<file path="src/rtl/delay_tap_ctrl.sv">
// delay_tap_ctrl: majority-vote tap stepper with lock tracking driving a one-hot delay-line enable bus
module delay_tap_ctrl #(
    parameter int N_TAPS        = 512,
    parameter int TAP_W         = 9,
    parameter int INIT_TAP      = 256,
    parameter int SETTLE_CYCLES = 8,
    parameter int AVG_LOG2      = 4,
    parameter int LOCK_REV      = 4,
    parameter int LOSS_STEPS    = 8
) (
    input  logic              clk,
    input  logic              rst,
    input  logic              cal_start,
    input  logic              cal_stop,
    input  logic              load,
    input  logic [TAP_W-1:0]  load_tap,
    input  logic              phase_vld,
    input  logic              phase_early,
    output logic [N_TAPS-1:0] en,
    output logic [TAP_W-1:0]  tap,
    output logic              busy,
    output logic              locked,
    output logic              err
);
    localparam int SC_W = $clog2(SETTLE_CYCLES + 1);
    localparam int RV_W = $clog2(LOCK_REV + 1);
    localparam int LS_W = $clog2(LOSS_STEPS + 1);
    localparam logic [TAP_W-1:0] MAX_TAP = TAP_W'(N_TAPS - 1);
    localparam logic [TAP_W-1:0] RST_TAP = TAP_W'(INIT_TAP);
    localparam logic [N_TAPS-1:0] ONE = N_TAPS'(1);
    localparam logic [AVG_LOG2:0] HALF = (AVG_LOG2 + 1)'(2 ** (AVG_LOG2 - 1));

    typedef enum logic [1:0] {IDLE, SETTLE, SAMPLE, STEP} state_t;
    typedef enum logic [1:0] {D_NONE, D_UP, D_DN} dir_t;

    state_t             state_q, state_d;
    dir_t               last_dir_q, last_dir_d, new_dir;
    logic [TAP_W-1:0]   tap_q, tap_d;
    logic [N_TAPS-1:0]  en_q, en_d;
    logic               busy_q, busy_d, locked_q, locked_d, err_q, err_d;
    logic [SC_W-1:0]    settle_cnt_q, settle_cnt_d;
    logic [AVG_LOG2:0]  early_cnt_q, early_cnt_d;
    logic [AVG_LOG2-1:0] vld_cnt_q, vld_cnt_d;
    logic [RV_W-1:0]    rev_cnt_q, rev_cnt_d;
    logic [LS_W-1:0]    loss_cnt_q, loss_cnt_d;
    logic               up_v, dn_v, tie, rev, end_hit;

    always_comb begin
        up_v = early_cnt_q > HALF;
        dn_v = early_cnt_q < HALF;
        tie = !up_v && !dn_v;
        new_dir = up_v ? D_UP : D_DN;
        // a tie is treated like a reversal: the comparator is sitting on the edge
        rev = tie || (last_dir_q != D_NONE && new_dir != last_dir_q);
        end_hit = (up_v && tap_q == MAX_TAP) || (dn_v && tap_q == '0);
        state_d = state_q;
        last_dir_d = last_dir_q;
        tap_d = tap_q;
        locked_d = locked_q;
        err_d = err_q;
        settle_cnt_d = settle_cnt_q;
        early_cnt_d = early_cnt_q;
        vld_cnt_d = vld_cnt_q;
        rev_cnt_d = rev_cnt_q;
        loss_cnt_d = loss_cnt_q;
        if (load) begin
            tap_d = (load_tap > MAX_TAP) ? MAX_TAP : load_tap;
            state_d = IDLE;
            locked_d = 1'b0;
            err_d = 1'b0;
            last_dir_d = D_NONE;
            settle_cnt_d = '0;
            early_cnt_d = '0;
            vld_cnt_d = '0;
            rev_cnt_d = '0;
            loss_cnt_d = '0;
        end else if (cal_stop) begin
            state_d = IDLE;
            locked_d = 1'b0;
            settle_cnt_d = '0;
            early_cnt_d = '0;
            vld_cnt_d = '0;
        end else if (cal_start && state_q == IDLE) begin
            state_d = SETTLE;
            err_d = 1'b0;
            last_dir_d = D_NONE;
            settle_cnt_d = '0;
            early_cnt_d = '0;
            vld_cnt_d = '0;
            rev_cnt_d = '0;
            loss_cnt_d = '0;
        end else begin
            case (state_q)
                SETTLE: begin
                    settle_cnt_d = (settle_cnt_q == SC_W'(SETTLE_CYCLES - 1)) ? '0 : settle_cnt_q + SC_W'(1);
                    state_d = (settle_cnt_q == SC_W'(SETTLE_CYCLES - 1)) ? SAMPLE : SETTLE;
                end
                SAMPLE: if (phase_vld) begin
                    early_cnt_d = early_cnt_q + {{AVG_LOG2{1'b0}}, phase_early};
                    vld_cnt_d = vld_cnt_q + AVG_LOG2'(1);
                    state_d = (&vld_cnt_q) ? STEP : SAMPLE;
                end
                STEP: begin
                    early_cnt_d = '0;
                    if (end_hit) begin
                        err_d = 1'b1;
                        locked_d = 1'b0;
                        state_d = IDLE;
                    end else begin
                        tap_d = up_v ? tap_q + TAP_W'(1) : dn_v ? tap_q - TAP_W'(1) : tap_q;
                        state_d = tie ? SAMPLE : SETTLE;
                        last_dir_d = tie ? last_dir_q : new_dir;
                        if (!locked_q) begin
                            rev_cnt_d = rev ? rev_cnt_q + RV_W'(1) : '0;
                            locked_d = rev && rev_cnt_q == RV_W'(LOCK_REV - 1);
                            loss_cnt_d = '0;
                        end else if (rev) begin
                            loss_cnt_d = '0;
                        end else if (loss_cnt_q == LS_W'(LOSS_STEPS - 1)) begin
                            locked_d = 1'b0;
                            rev_cnt_d = '0;
                            loss_cnt_d = '0;
                        end else begin
                            loss_cnt_d = loss_cnt_q + LS_W'(1);
                        end
                    end
                end
                default: ;
            endcase
        end
        en_d = ONE << tap_d;
        busy_d = state_d != IDLE;
    end

    always_ff @(posedge clk) begin
        if (rst) begin
            state_q <= IDLE;
            last_dir_q <= D_NONE;
            tap_q <= RST_TAP;
            en_q <= ONE << RST_TAP;
            busy_q <= 1'b0;
            locked_q <= 1'b0;
            err_q <= 1'b0;
            settle_cnt_q <= '0;
            early_cnt_q <= '0;
            vld_cnt_q <= '0;
            rev_cnt_q <= '0;
            loss_cnt_q <= '0;
        end else begin
            state_q <= state_d;
            last_dir_q <= last_dir_d;
            tap_q <= tap_d;
            en_q <= en_d;
            busy_q <= busy_d;
            locked_q <= locked_d;
            err_q <= err_d;
            settle_cnt_q <= settle_cnt_d;
            early_cnt_q <= early_cnt_d;
            vld_cnt_q <= vld_cnt_d;
            rev_cnt_q <= rev_cnt_d;
            loss_cnt_q <= loss_cnt_d;
        end
    end

    assign en = en_q;
    assign tap = tap_q;
    assign busy = busy_q;
    assign locked = locked_q;
    assign err = err_q;
endmodule

</file>
<file path="config.mk">
export PLATFORM = sky130hd
export DESIGN_NAME = delay_tap_ctrl
export DESIGN_NICKNAME = d
export VERILOG_FILES = /design/src/rtl/delay_tap_ctrl.sv
export SDC_FILE = /design/constraint.sdc
export NUM_CORES = 1
export LEC_CHECK = 0
export BUFFER_PORTS_ARGS = -buffer_cell sky130_fd_sc_hd__buf_2
export CAP_MARGIN = 10
export CORE_AREA = 5 5 205 207
export DETAILED_ROUTE_END_ITERATION = 6
export DIE_AREA = 0 0 210 212
export HOLD_SLACK_MARGIN = 0.1
export PLACE_DENSITY = 0.67
export SYNTH_ARGS = -nofsm -noshare
export SYNTH_HDL_FRONTEND = slang
export SYNTH_SLANG_ARGS = --single-unit
</file>
<file path="constraint.sdc">
create_clock -name clk -period 4.4 [get_ports clk]
set_clock_uncertainty 0.2 [all_clocks]
set_input_delay 1.32 -clock clk [delete_from_list [all_inputs] [get_ports clk]]
set_output_delay 1.32 -clock clk [all_outputs]
set_load 0.1 [all_outputs]
</file>
==> flow_summary_export.csv <==
group,metric,value,unit
sta,period_minus_slack,4.06,ns
yosys,syn_inst,1501,
yosys,ys_top_cells_by_count,"dfxtp_1 (548), nor3_1 (297), nor2_1 (273), clkbuf_1 (130), nand2_1 (28)",
die,fp.dieH,212,um
clocking,cts_root_buffer,"clkbuf_16",
die,core_area,40200,um2
clocking,postCtsSetupRepairBufs,0,
clocking,ctsResizeCount,0,
critical_path,cp_data_arrival_time,4.35,ns
yosys,ys_warn_count,0,
yosys,ys_seq_elements,548,
yosys,yosysSeqAreaShare,69.9,%
detailed_routing,drtIter0Drc,1038,
yosys,synth_area_leaders,"dfxtp_1 (70%), nor3_1 (9.5%), nor2_1 (6.5%)",
layout,syn2layout_area_growth,35.4,%
placement,place_ws,-0.0353,ns
sta,fmax,246,MHz
global_route,grt_max_degree,65,
critical_path,required,4.69,ns
die,io-pin-count,540,
placement,routabilityCongestion,0.903,
global_route,grt_pass1_vias,13000,
sta,finalCritPeriodShare,92.2,%
clocking,insertion_delay,0.58,ns
placement,port_buffers,539,
global_route,grt_pass1_wl,82000,um
power_and_ir_drop,power_density,477,nW/um2
detailed_routing,ant_nets,0,
yosys,synth_ff_type,"dfxtp_1",
yosys,async_flop_share,0,%
layout,antennaDiodeCount,0,
critical_path,worstPathMaxFanout,16,
clocking,path_clk_slew,0.06,ns
power_and_ir_drop,p_leak,0.00952,uW
clocking,hold_buffers,0,
layout,fill_cells,3530,
critical_path,worstSetupStartpointType,"register",
min_path,min_path_cells,2,
min_path,hp-class,"reg -> reg",
die,dieArea,44500,um2
die,initial_core_util,39.1,%
sta,setup_viol,0,
yosys,synth.largest_area_cell,"dfxtp_1",
critical_path,path_depth,8,
clocking,cts_made_buffers,51,
detailed_routing,vias_per_cell,5.11,
clocking,clock_tree.buffer_depth,3,
sta,worst_slew_pin_slew,1.14,ns
sta,rsz0062_at_grt,"false",
power_and_ir_drop,vdd_drop_max,298,uV
critical_path,crit_buf_inv,1,
critical_path,path_cells,"inv_1, ha_1, or4b_2, o41a_1, o211a_1, o211ai_1, o2111ai_2, nor2_1",
layout,design.final.nets,2047,
critical_path,critical-path-top-delay-family,"compound AO/OA/AOI/OAI gates",
layout,drive_gt1_share,35.5,%
clocking,cts_tree,"built",
placement,placed_cells_incl_taps,2499,
layout,utilization,52.9,%
sta,fin_ws,0.343,ns
die,die_x,210,um
outcome,outcome,"finished clean",
die,num_rows,74,
critical_path,path_class,"reg -> reg",
clocking,cts_max_level,2,
critical_path,end_kind,"register",
yosys,yosysMostFrequentCell,"dfxtp_1",
flow_run,cap_violations,0,
critical_path,r2r_cells,8,
yosys,synth-edff-count,0,
detailed_routing,drt_first_pass_iters,5,
sta,max-slew-margin-rel,23.5,%
detailed_routing,wirelength,56200,um
detailed_routing,route.detailed.drc,0,
critical_path,cpPeakStageDelay,0.71,ns
global_route,antenna_found_initial,0,
clocking,cts.sinks,548,
detailed_routing,vias,13300,
power_and_ir_drop,p_total,10100,uW
yosys,syn-mean-instance-area,10.5,um2
sta,hold_viol_final,0,
layout,fin_cells,2594,
global_route,overflow,0,
placement,hpwl,38300,um
sta,tns,0,ns
detailed_routing,routedWlPerCell,21.7,um
yosys,syn_area,15700,um2
critical_path,cp_slowest_cell,"o211ai_1",
sta,drv_slew,0,
yosys,synthDistinctLibCells,56,
yosys,syn-num-nets,1528,
global_route,track_usage,23.9,%
yosys,synth_top_area_share,69.9,%
cell usage in the layout, fill, tap and decap left out, drive strengths merged, types with 5 or more instances in the layout:
cell type | Yosys | layout
o211ai | 5 | 5
clkinv | 1 | 15
nor3 | 297 | 297
nor3b | 5 | 5
ha | 11 | 11
nor4 | 12 | 12
a21oi | 17 | 17
a31oi | 5 | 5
bufinv | 0 | 7
or4 | 5 | 5
a211oi | 5 | 5
nand3 | 14 | 14
o2111a | 5 | 5
dfxtp | 548 | 548
inv | 7 | 11
nand2 | 28 | 28
nand4 | 26 | 26
o2111ai | 16 | 16
clkbuf | 130 | 67
nor2b | 5 | 5
o21ai | 10 | 10
buf | 14 | 610
nor2 | 273 | 273
tightest hold or removal path: stages (launching register included):
cell and delay, ns:
dfxtp_1 0.32, nand2_1 0.06, a21oi_1 0.05
state kept, by name, indices dropped and copies added (netlist names):
signal,count
busy,1
locked,1
loss_cnt_q,4
settle_cnt_q,4
en,512
tap,9
rev_cnt_q,3
last_dir_q,2
err,1
early_cnt_q,5
state_q,2
vld_cnt_q,4
cells by family after synthesis:
group,after synthesis,share of synthesized area (%)
mux,4,0.255
fa+ha+maj,11,0.876
simple gates,691,20.6
compound gates,90,4.45
buf+inv,152,3.71
flops,548,69.9
xor+xnor,5,0.279
metal layers:
layer | part of all wire (%) | GRT usage [%] | vias to the layer above
met5 | 0 | 0 | -
met4 | 3.2 | 7.61 | 0
met3 | 8.5 | 6.21 | 96
met2 | 49 | 41.0 | 662
met1 | 40 | 29.7 | 6389
li1 | - | - | 6113
metrics by stage:
stage / hold slack (ns) / area, um2
after floorplan: 0.248 / 15700
after global placement: 0.261 / 19500
after detailed placement: 0.271 / 19500
after CTS: 0.280 / 21300
after global routing: 0.303 / 21300
final: 0.281 / 21300
area by class of cell:
| class | count | area, um2 | area share, % |
|---|---|---|---|
| timing repair buffer | 610 | 3510 | 16.5 |
| sequential | 548 | 11000 | 51.6 |
| inverter | 8 | 30.0 | 0.141 |
| tap | 532 | 666 | 3.13 |
| clock buffer | 67 | 1430 | 6.71 |
| multi-input combinational | 801 | 4280 | 20.1 |
| clock inverter | 28 | 382 | 1.79 |
power by group:
| group | switching (uW) | total (uW) | leakage, uW | internal (uW) |
|---|---|---|---|---|
| Sequential | 10.3 | 4980 | 0.00441 | 4970 |
| Clock | 1920 | 4650 | 0.000885 | 2720 |
| Combinational | 405 | 515 | 0.00422 | 111 |
| Total | 2340 | 10100 | 0.00952 | 7810 |
worst paths after layout:
kind,from,to,slack (ns)
setup / recovery,tap[0],en[174],0.34
hold / removal,vld_cnt_q[1],vld_cnt_q[1],0.28
setup reg to reg,tap[0],en[174],0.34
hold reg to reg,vld_cnt_q[1],vld_cnt_q[1],0.28
Power figures use the tool's default switching activity.
